`config.mk`:
```
export PLATFORM = sky130hd
export DESIGN_NAME = logicnet_lut_neuron_prog
export DESIGN_NICKNAME = d
export VERILOG_FILES = /design/src/rtl/logicnet_lut_neuron_prog.sv
export SDC_FILE = /design/constraint.sdc
export NUM_CORES = 1
export LEC_CHECK = 0
export CORE_MARGIN = 2
export CORE_UTILIZATION = 45
export CTS_CLUSTER_SIZE = 28
export DETAILED_ROUTE_END_ITERATION = 16
export GPL_TIMING_DRIVEN = 0
export HOLD_SLACK_MARGIN = 0.06
export PLACE_DENSITY = 0.61
export SKIP_CTS_REPAIR_TIMING = 1
export SLEW_MARGIN = 15
export SYNTH_ARGS = -nofsm -noshare
export SYNTH_HDL_FRONTEND = slang
export SYNTH_SLANG_ARGS = --single-unit
```
`constraint.sdc`:
```
create_clock -name clk -period 4.2 [get_ports clk]
set_input_delay 0.84 -clock clk [delete_from_list [all_inputs] [get_ports clk]]
set_output_delay 0.84 -clock clk [all_outputs]
set_load 0.05 [all_outputs]
```
`src/rtl/logicnet_lut_neuron_prog.sv`:
```
// Runtime-programmable LogicNet neuron: 2**IN_BITS-entry truth table behind a two-stage valid/ready pipeline.
// Optional table readback port enabled by defining LOGICNET_LUT_READBACK_EN.
module logicnet_lut_neuron_prog #(
  parameter int                  IN_BITS     = 6,
  parameter int                  OUT_BITS    = 2,
  parameter logic [OUT_BITS-1:0] DEFAULT_VAL = '0
) (
  input  logic                clk,
  input  logic                rst_n,
  input  logic                cfg_we,
  input  logic [IN_BITS-1:0]  cfg_addr,
  input  logic [OUT_BITS-1:0] cfg_data,
  output logic                cfg_busy,
`ifdef LOGICNET_LUT_READBACK_EN
  input  logic                cfg_re,
  output logic [OUT_BITS-1:0] cfg_rdata,
  output logic                cfg_rvalid,
`endif
  input  logic                in_valid,
  output logic                in_ready,
  input  logic [IN_BITS-1:0]  in_data,
  output logic                out_valid,
  input  logic                out_ready,
  output logic [OUT_BITS-1:0] out_data
);

  localparam int DEPTH = 2**IN_BITS;

  typedef enum logic {INIT, RUN} state_t;

  state_t               state_q, state_d;
  logic [IN_BITS-1:0]   ptr_q;
  logic [OUT_BITS-1:0]  table_mem [DEPTH];

  logic                 vld_p1;
  logic [OUT_BITS-1:0]  d_p1;
  logic                 advance;
  logic                 accept;
  logic                 run;

  always_ff @(posedge clk) begin
    if (!rst_n) begin
      state_q <= INIT;
      ptr_q   <= '0;
    end else begin
      state_q <= state_d;
      if (state_q == INIT) ptr_q <= ptr_q + 1'b1;
    end
  end

  always_comb begin
    state_d = state_q;
    case (state_q)
      INIT:    if (ptr_q == '1) state_d = RUN;
      RUN:     state_d = RUN;
      default: state_d = INIT;
    endcase
  end

  assign run      = (state_q == RUN);
  assign cfg_busy = (state_q == INIT);
  assign advance  = !out_valid || out_ready;
  assign in_ready = run && (!vld_p1 || advance);
  assign accept   = in_valid && in_ready;

  // Table writes: the init sweep owns the port until RUN; reads below see the pre-edge contents.
  always_ff @(posedge clk) begin
    if (state_q == INIT) table_mem[ptr_q] <= DEFAULT_VAL;
    else if (cfg_we)     table_mem[cfg_addr] <= cfg_data;
  end

  // Stage p1: synchronous table read on accept
  always_ff @(posedge clk) begin
    if (accept) d_p1 <= table_mem[in_data];
  end

  always_ff @(posedge clk) begin
    if (!rst_n) begin
      vld_p1 <= 1'b0;
    end else if (accept) begin
      vld_p1 <= 1'b1;
    end else if (advance) begin
      vld_p1 <= 1'b0;
    end
  end

  // Stage p2: output register, held while the consumer stalls
  always_ff @(posedge clk) begin
    if (!rst_n) begin
      out_valid <= 1'b0;
      out_data  <= '0;
    end else if (advance) begin
      out_valid <= vld_p1;
      if (vld_p1) out_data <= d_p1;
    end
  end

`ifdef LOGICNET_LUT_READBACK_EN
  // Readback: independent read port, never interacts with the lookup handshake
  always_ff @(posedge clk) begin
    if (!rst_n) begin
      cfg_rvalid <= 1'b0;
      cfg_rdata  <= '0;
    end else begin
      cfg_rvalid <= run && cfg_re;
      if (run && cfg_re) cfg_rdata <= table_mem[cfg_addr];
    end
  end
`endif

endmodule
```
Word-level counts from Yosys, hierarchy flattened
Memories as Yosys holds them, arrays and structs flattened. A register that Yosys moved wholly into a read port is not among the register bits.
Index checks and enable logic that the tools add are counted.
Cells by class
  $add $sub $neg: 1
  multipliers: 0
  divide/modulo/power cells: 0
  $lt $le $gt $ge: 0
  equality and inequality tests: 1
  shift-type cells: 0
  mux-type cells: 11
  bitwise operators: 1
  reduce and logical (&&, ||, !) cells: 9
Operators with widths (count)
  $mux W1: 8
  $add A6 B1 Y6 const B: 1
  $eq A6 B6 Y1 const B: 1
  $mux W6: 1
  $logic_and A1 B1 Y1: 2
  $logic_not A1 Y1: 2
  $logic_or A1 B1 Y1: 2
  $mux W2: 1
  $pmux W1 S2: 1
  $reduce_and A2 Y1: 1
  $reduce_bool A2 Y1: 1
  $reduce_or A2 Y1: 1
  $not A1 Y1: 1
Word-level totals
  flip-flop bits (word level): 11
  latch bits: 0
  RAM bits: 128
  bits in read-only memories: 0
  input port bits: 19
  output and inout port bits: 5
  logic and storage cells: 29
  memories kept: 1
Memory list
  table_mem: depth 64, width 2, rd ports 1, clocked after memory_dff 1, wr ports 1, line 33  | logic [OUT_BITS-1:0] table_mem [DEPTH];

Logic depth before layout (Yosys ltp)
Gate-level depths: netlist (run 1).
  word-level depth: 6
  gate-level depth with buffers: 8

Least setup slack after synthesis (run 1)
No wires, ideal clock.
  path type: input -> output
  start point: input out_ready
  end point: output in_ready
  arrival time: 1.706 ns
  required time: 3.360 ns
  slack: 1.654 ns
  cell stages on the path: 2
  buffers on the path: 0
  cells stage by stage: nor2b_1 a21oi_1
Between the ends
  word-level cells in the longest chain between the ends: 3
RTL lines
  from (decl): line 23  | input logic out_ready,
  $logic_or A1 B1 Y1: line 62  | assign advance = !out_valid || out_ready;
  $logic_or A1 B1 Y1: line 63  | assign in_ready = run && (!vld_p1 || advance);
  $logic_and A1 B1 Y1: line 63
  to (decl): line 20  | output logic in_ready,
Every way passes these cells.

Worst setup path in the final report (run 1)
Same ends and word-level chain as after synthesis.

==> impl_metrics.json, run 1 <==
{
  "drt_iter0_drc": 273,
  "yosysSeqAreaShare": 0.688,
  "cts_sinks": 141,
  "syn-mean-instance-area_um2": 15.7,
  "hold_path_end": "out_data[0]",
  "n_fill_cell": 1102,
  "start_kind": "input port",
  "final_hold_viol_count": 0,
  "worst_pin_slew_ns": 0.705,
  "endpoint_kind": "output port",
  "fin_util": 0.537,
  "p_per_area_mw_per_mm2": 442,
  "fin_crit_sh": 0.760,
  "yosys.area.top_type": "edfxtp_1",
  "clk_path_buf_depth": 2,
  "die_w_um": 119,
  "maxCapViolations": 0,
  "numCtsBuffers": 17,
  "r2r_slack_ns": 1.87,
  "start_util": 0.456,
  "dr.pass1.iters": 4,
  "avgViaCountPerCell": 5.46,
  "setup_ws_ns": 1.01,
  "drcViolationCount": 0,
  "status": "completed",
  "grt_pass1_vias": 3433,
  "regArea_mm2": 0.00412,
  "clk_latency_ns": 0.41,
  "worstPathRequired_ns": 3.36,
  "worst_ir_drop_vdd_mv": 0.335,
  "ys_types": 39,
  "cts_tree": "done",
  "cpMostUsedCell": "clkdlybuf4s50_1",
  "gp_congestion": 0.785,
  "fin_cells": 614,
  "netlist_area_mm2": 0.00599,
  "skew_ns": 0.00687,
  "cp_max_fo": 4,
  "rsz0062_at_grt": "no",
  "hp-class": "flip-flop to flip-flop",
  "preCtsSetupSlack_ns": 0.714,
  "path_buf_inv": 2,
  "path_clk_slew_ns": 0.06,
  "synthCells": 383,
  "die_y_um": 119,
  "final_nets": 445,
  "antenna_found_initial": 0,
  "antenna_left": 0,
  "syn_nets": 403,
  "synth_top_area_share": 0.651,
  "cp.arrival_ns": 2.35,
  "max_freq_mhz": 313,
  "slew_violations": 0,
  "cpPeakStageDelay_ns": 0.82,
  "hold_depth": 2,
  "synthFlopType": "edfxtp_1",
  "worstHoldStart": "d_p1[0]",
  "synth-edff-count": 130,
  "layout_commonest_cell": "edfxtp_1",
  "critPathTopFamily": "buffers and inverters",
  "multi_input_area_mm2": 0.00177,
  "vias": 3350,
  "fin_setup_tns_ns": 0,
  "portBuffers": 21,
  "htree_levels": 4,
  "timing.rr.start": "run",
  "ys.warnings.count": 0,
  "post_drt_wl_per_cell_um": 20.6,
  "ios": 24,
  "cts-root-buf": "clkbuf_16",
  "r2r_cells": 8,
  "n_antenna_cell": 0,
  "crit_chain": "clkdlybuf4s50_1 -> nor2b_1 -> a21oi_1 -> clkdlybuf4s50_1",
  "dieArea_mm2": 0.0143,
  "slowest_stage": "clkdlybuf4s50_1",
  "place.detailed.hpwl_um": 8590,
  "totalWireLength_um": 12700,
  "grt.overflow.total": 0,
  "setup_viol": 0,
  "crit_type": "input port to output port",
  "r2r-end": "table_mem[15][1]",
  "p_leak_uw": 0.00245,
  "period_needed_ns": 3.19,
  "core_area_mm2": 0.0131,
  "relSlewSlack": 0.518,
  "yosys-top-cells-area": "edfxtp_1 65%, mux4_2 9.0%, nor2_1 4.3%",
  "grt_max_degree": 40,
  "globalRouteTotalUtil": 0.197,
  "area_growth_pct": 17.7,
  "grt_pass1_wl_um": 19900,
  "synth-async-reset-ratio": 0,
  "drive_above_1_share": 0.153,
  "post-place-cells": 582,
  "ys_ff_latch": 141,
  "p_total_uw": 3120,
  "rows": 42,
  "final_cell_mix": "130 x edfxtp_1, 68 x nor2_1, 31 x nand2_1"
}
-- power by group --
part | leakage (uW) | switching (uW) | internal, uW
Combinational | 0.000755 | 74.5 | 56.3
Clock | 0.000279 | 539 | 924
Sequential | 0.00141 | 6.17 | 1520
-- per-layer routing --
metal	track usage	vias to the layer above	wire, um
met1	0.263	1683	5330
met3	0.0479	10	793
met2	0.315	88	6430
met4	0.0772	0	115
li1	-	1569	-
met5	0	-	0
-- cell type report --
cell class,count,area share
buffer,14,0.0128
clock buffer,19,0.0613
clock inverter,13,0.0211
inverter,4,0.00213
multi-input combinational,224,0.251
sequential,141,0.584
tap,176,0.0312
timing repair buffer,23,0.0365
-- cells in the mapped netlist, types with 3 or more instances --
cell,number
edfxtp_1,130
nor2_1,68
nand2_1,31
mux4_2,24
dfxtp_1,11
nand3_1,9
mux2i_1,8
mux4_1,8
nor2b_1,8
o21ai_0,8
and2_1,6
buf_2,5
clkbuf_1,5
o21a_1,5
o22ai_1,5
inv_1,4
nand2b_1,4
nand3b_1,4
or3_1,4
xnor2_1,4
a21o_1,3
a21oi_1,3
and3_1,3
mux2_2,3
-- metrics by stage --
stage,hold WS (ns),cell area (um^2)
2_1_floorplan,0.475,5990
5_1_grt,0.543,7060
4_1_cts,0.519,7060
6_report,0.512,7060
3_3_place_gp,0.490,6420
3_5_place_dp,0.499,6470
-- worst max path at each step --
| stage | slack (ns) | startpoint | cells after the start | to |
|---|---|---|---|---|
| after floorplan | 1.65 | out_ready | 2 | in_ready |
| after global placement | 0.67 | cfg_we | 2 | table_mem[31][1] |
| after detailed placement | 0.71 | in_data[1] | 7 | d_p1[1] |
| after CTS | 1.0 | out_ready | 4 | in_ready |
| after global routing | 0.95 | out_ready | 4 | in_ready |
| final | 1.01 | out_ready | 4 | in_ready |
-- flip-flops by register name (all words and copies together), names as in the netlist --
name and cells:
vld_p1 1, ptr_q 6, table_mem 128, out_data 2, d_p1 2, out_valid 1, run 1
-- cells by family after synthesis --
group | after synthesis | synth area share
AO/OA/AOI/OAI | 35 | 0.0380
XOR/XNOR | 4 | 0.00584
adder cells (fa/ha/maj) | 1 | 0.00209
buffers and inverters | 18 | 0.0175
flip-flops | 141 | 0.688
multiplexers | 43 | 0.144
AND/OR/NAND/NOR | 141 | 0.104
-- worst reg2reg max path: stages (launching register included) --
cell      delay, ns
dfxtp_1        0.30
buf_2          0.20
and2_1         0.15
clkbuf_1       0.20
buf_2          0.26
nand3_1        0.14
o21ai_0        0.13
nand2_1        0.34
nor2_1         0.31
(Power assumes the default switching activity.)
==> inputs of run 2 (changes only) <==
PLACE_DENSITY = 0.63   (was 0.61)
clock period = 2.8 ns   (was 4.2 ns; I/O delays follow)
==> run 2 against run 1 <==
  * Highest routed layer unchanged
  * Critical path depth did not move
  * Sequential power rose by 50%
  * Power rose by 43%
  * Global-route usage rose by 0.11 points
  * Largest power group unchanged
  * Hold slack improved by 0.012 ns
  * Utilization fell by 0.54 points
  * Cell count fell by 0.16%
  * Via count rose by 2.8%
  * Clock power rose by 36%
  * Critical endpoint unchanged
==> impl_metrics.json, run 2 (same netlist as run 1, synthesis figures left out) <==
{
  "setup_ws_ns": 0.144,
  "crit_chain": "clkdlybuf4s50_1 -> nor2b_1 -> a21oi_1 -> clkdlybuf4s50_1",
  "use_met1": 0.257,
  "grt_pass1_wl_um": 19900,
  "maxCapViolations": 0,
  "final_cell_mix": "130 x edfxtp_1, 68 x nor2_1, 31 x nand2_1",
  "gp_congestion": 0.816,
  "startpoint": "out_ready",
  "dieArea_mm2": 0.0143,
  "fin_cells": 613,
  "grt_pass1_vias": 3475,
  "place.detailed.hpwl_um": 8720,
  "n_fill_cell": 1112,
  "cp.arrival_ns": 2.10,
  "grt_util_met2": 0.320,
  "grt.overflow.total": 0,
  "path_clk_slew_ns": 0.05,
  "die_w_um": 119,
  "post_drt_wl_per_cell_um": 21.1,
  "drive_above_1_share": 0.142,
  "cpPeakStageDelay_ns": 0.83,
  "reg.largest.list": "table_mem x128, ptr_q x6",
  "timing.rr.start": "run",
  "grt_max_degree": 49,
  "fin_setup_tns_ns": 0,
  "endpoint_kind": "output port",
  "dr.pass1.iters": 7,
  "r2r_slack_ns": 0.49,
  "layout_commonest_cell": "edfxtp_1",
  "portBuffers": 21,
  "p_leak_uw": 0.00212,
  "cts_tree": "done",
  "rsz0062_at_grt": "no",
  "area_growth_pct": 16.5,
  "grt_busiest_layer": "met2",
  "p_per_area_mw_per_mm2": 640,
  "whs_ns": 0.523,
  "pwr-share-clk": 0.443,
  "preCtsSetupSlack_ns": -0.379,
  "totalWireLength_um": 13000,
  "setup_viol": 0,
  "skew_ns": 0.00708,
  "cpMostUsedCell": "clkdlybuf4s50_1",
  "antenna_found_initial": 0,
  "n_antenna_cell": 0,
  "globalRouteTotalUtil": 0.198,
  "start_kind": "input port",
  "cts_sinks": 141,
  "post-place-cells": 582,
  "drcViolationCount": 0,
  "largest_reg_flops": 128,
  "slowest_stage": "clkdlybuf4s50_1",
  "antenna_left": 0,
  "final_hold_viol_count": 0,
  "avgViaCountPerCell": 5.62,
  "hold_depth": 2,
  "combPwrFrac": 0.045,
  "seq_power_share": 0.513,
  "start_util": 0.456,
  "cp_max_fo": 4,
  "period_needed_ns": 2.66,
  "status": "completed",
  "htree_levels": 4,
  "worst_pin_slew_ns": 0.763,
  "final_nets": 444,
  "rows": 42,
  "clk_latency_ns": 0.42,
  "slew_violations": 0,
  "core_area_mm2": 0.0131,
  "ios": 24,
  "power.switching_uw": 901,
  "top_register": "table_mem",
  "switching_share": 0.202,
  "die_y_um": 119,
  "gr-usage-met3": 0.0651,
  "hp-class": "flip-flop to flip-flop",
  "worstPathRequired_ns": 2.24,
  "fin_crit_sh": 0.949,
  "vias": 3444,
  "hold_path_end": "out_data[1]",
  "worst_ir_drop_vdd_mv": 0.406,
  "cts-root-buf": "clkbuf_16",
  "drt_iter0_drc": 348,
  "clk_path_buf_depth": 2,
  "r2r_cells": 8,
  "internal_power_uw": 3570,
  "max_freq_mhz": 376,
  "worstHoldStart": "d_p1[1]",
  "numCtsBuffers": 17,
  "relSlewSlack": 0.478,
  "crit_type": "input port to output port",
  "r2r-end": "table_mem[7][1]"
}
-- run 2: cell types whose count changed in the layout (fill, tap and decap cells not counted), sizes merged --
| cell | change |
|---|---|
| clkbuf | +10 |
| clkinv | -6 |
| bufinv | -3 |
| clkinvlp | -2 |
-- run 2: per-layer routing --
metal / vias up / part of all wire
li1: 1564 / -
met1: 1749 / 0.42
met2: 115 / 0.51
met3: 16 / 0.060
met4: 0 / 0.015
met5: - / 0
-- run 2: final cells by class --
class / instances / area (um^2) / share of cell area
clock buffers: 30 / 504 / 0.0722
plain buffers: 13 / 86.3 / 0.0124
inverters: 4 / 15.0 / 0.00215
repair buffers: 23 / 258 / 0.0369
well taps: 176 / 220 / 0.0315
flip-flops and latches: 141 / 4120 / 0.590
multi-input cells: 224 / 1770 / 0.253
clock inverters: 2 / 10.0 / 0.00143
-- run 2: through the flow --
stage / instance area (um^2) / utilization / power, uW
floorplan: 5990 / - / 2450
global placement: 6420 / 0.489 / 2530
detailed placement: 6470 / 0.493 / 2530
CTS: 6990 / 0.532 / 4490
global route: 6990 / 0.532 / 4610
finish: 6990 / 0.532 / 4470
-- run 2: power by group through the flow --
stage / Clock [uW] / Combinational, uW / Sequential [uW]
final: 1980 / 200 / 2290
after global routing: 2100 / 215 / 2290
after CTS: 2000 / 202 / 2290
after detailed placement: 0 / 200 / 2330
after global placement: 0 / 198 / 2330
after floorplan: 0 / 120 / 2330
-- run 2: critical path, delay by kind of cell --
family                 cells  cell delay, ns
buffers and inverters      2            1.28
AOI/OAI and AO/OA          1            0.19
and+or+nand+nor            1            0.07
-- run 2: how the worst max path moves through the flow --
stage	slack [ns]	end
after global routing	0.08	in_ready
after CTS	0.06	d_p1[1]
after global placement	-0.39	d_p1[0]
after detailed placement	-0.38	d_p1[1]
final	0.14	in_ready
after floorplan	0.59	d_p1[0]
==> inputs of run 3 (changes only) <==
SKIP_CTS_REPAIR_TIMING = default   (was 1)
==> results of run 3 <==
The final DEF is identical to that of run 2; final timing and power are the same.
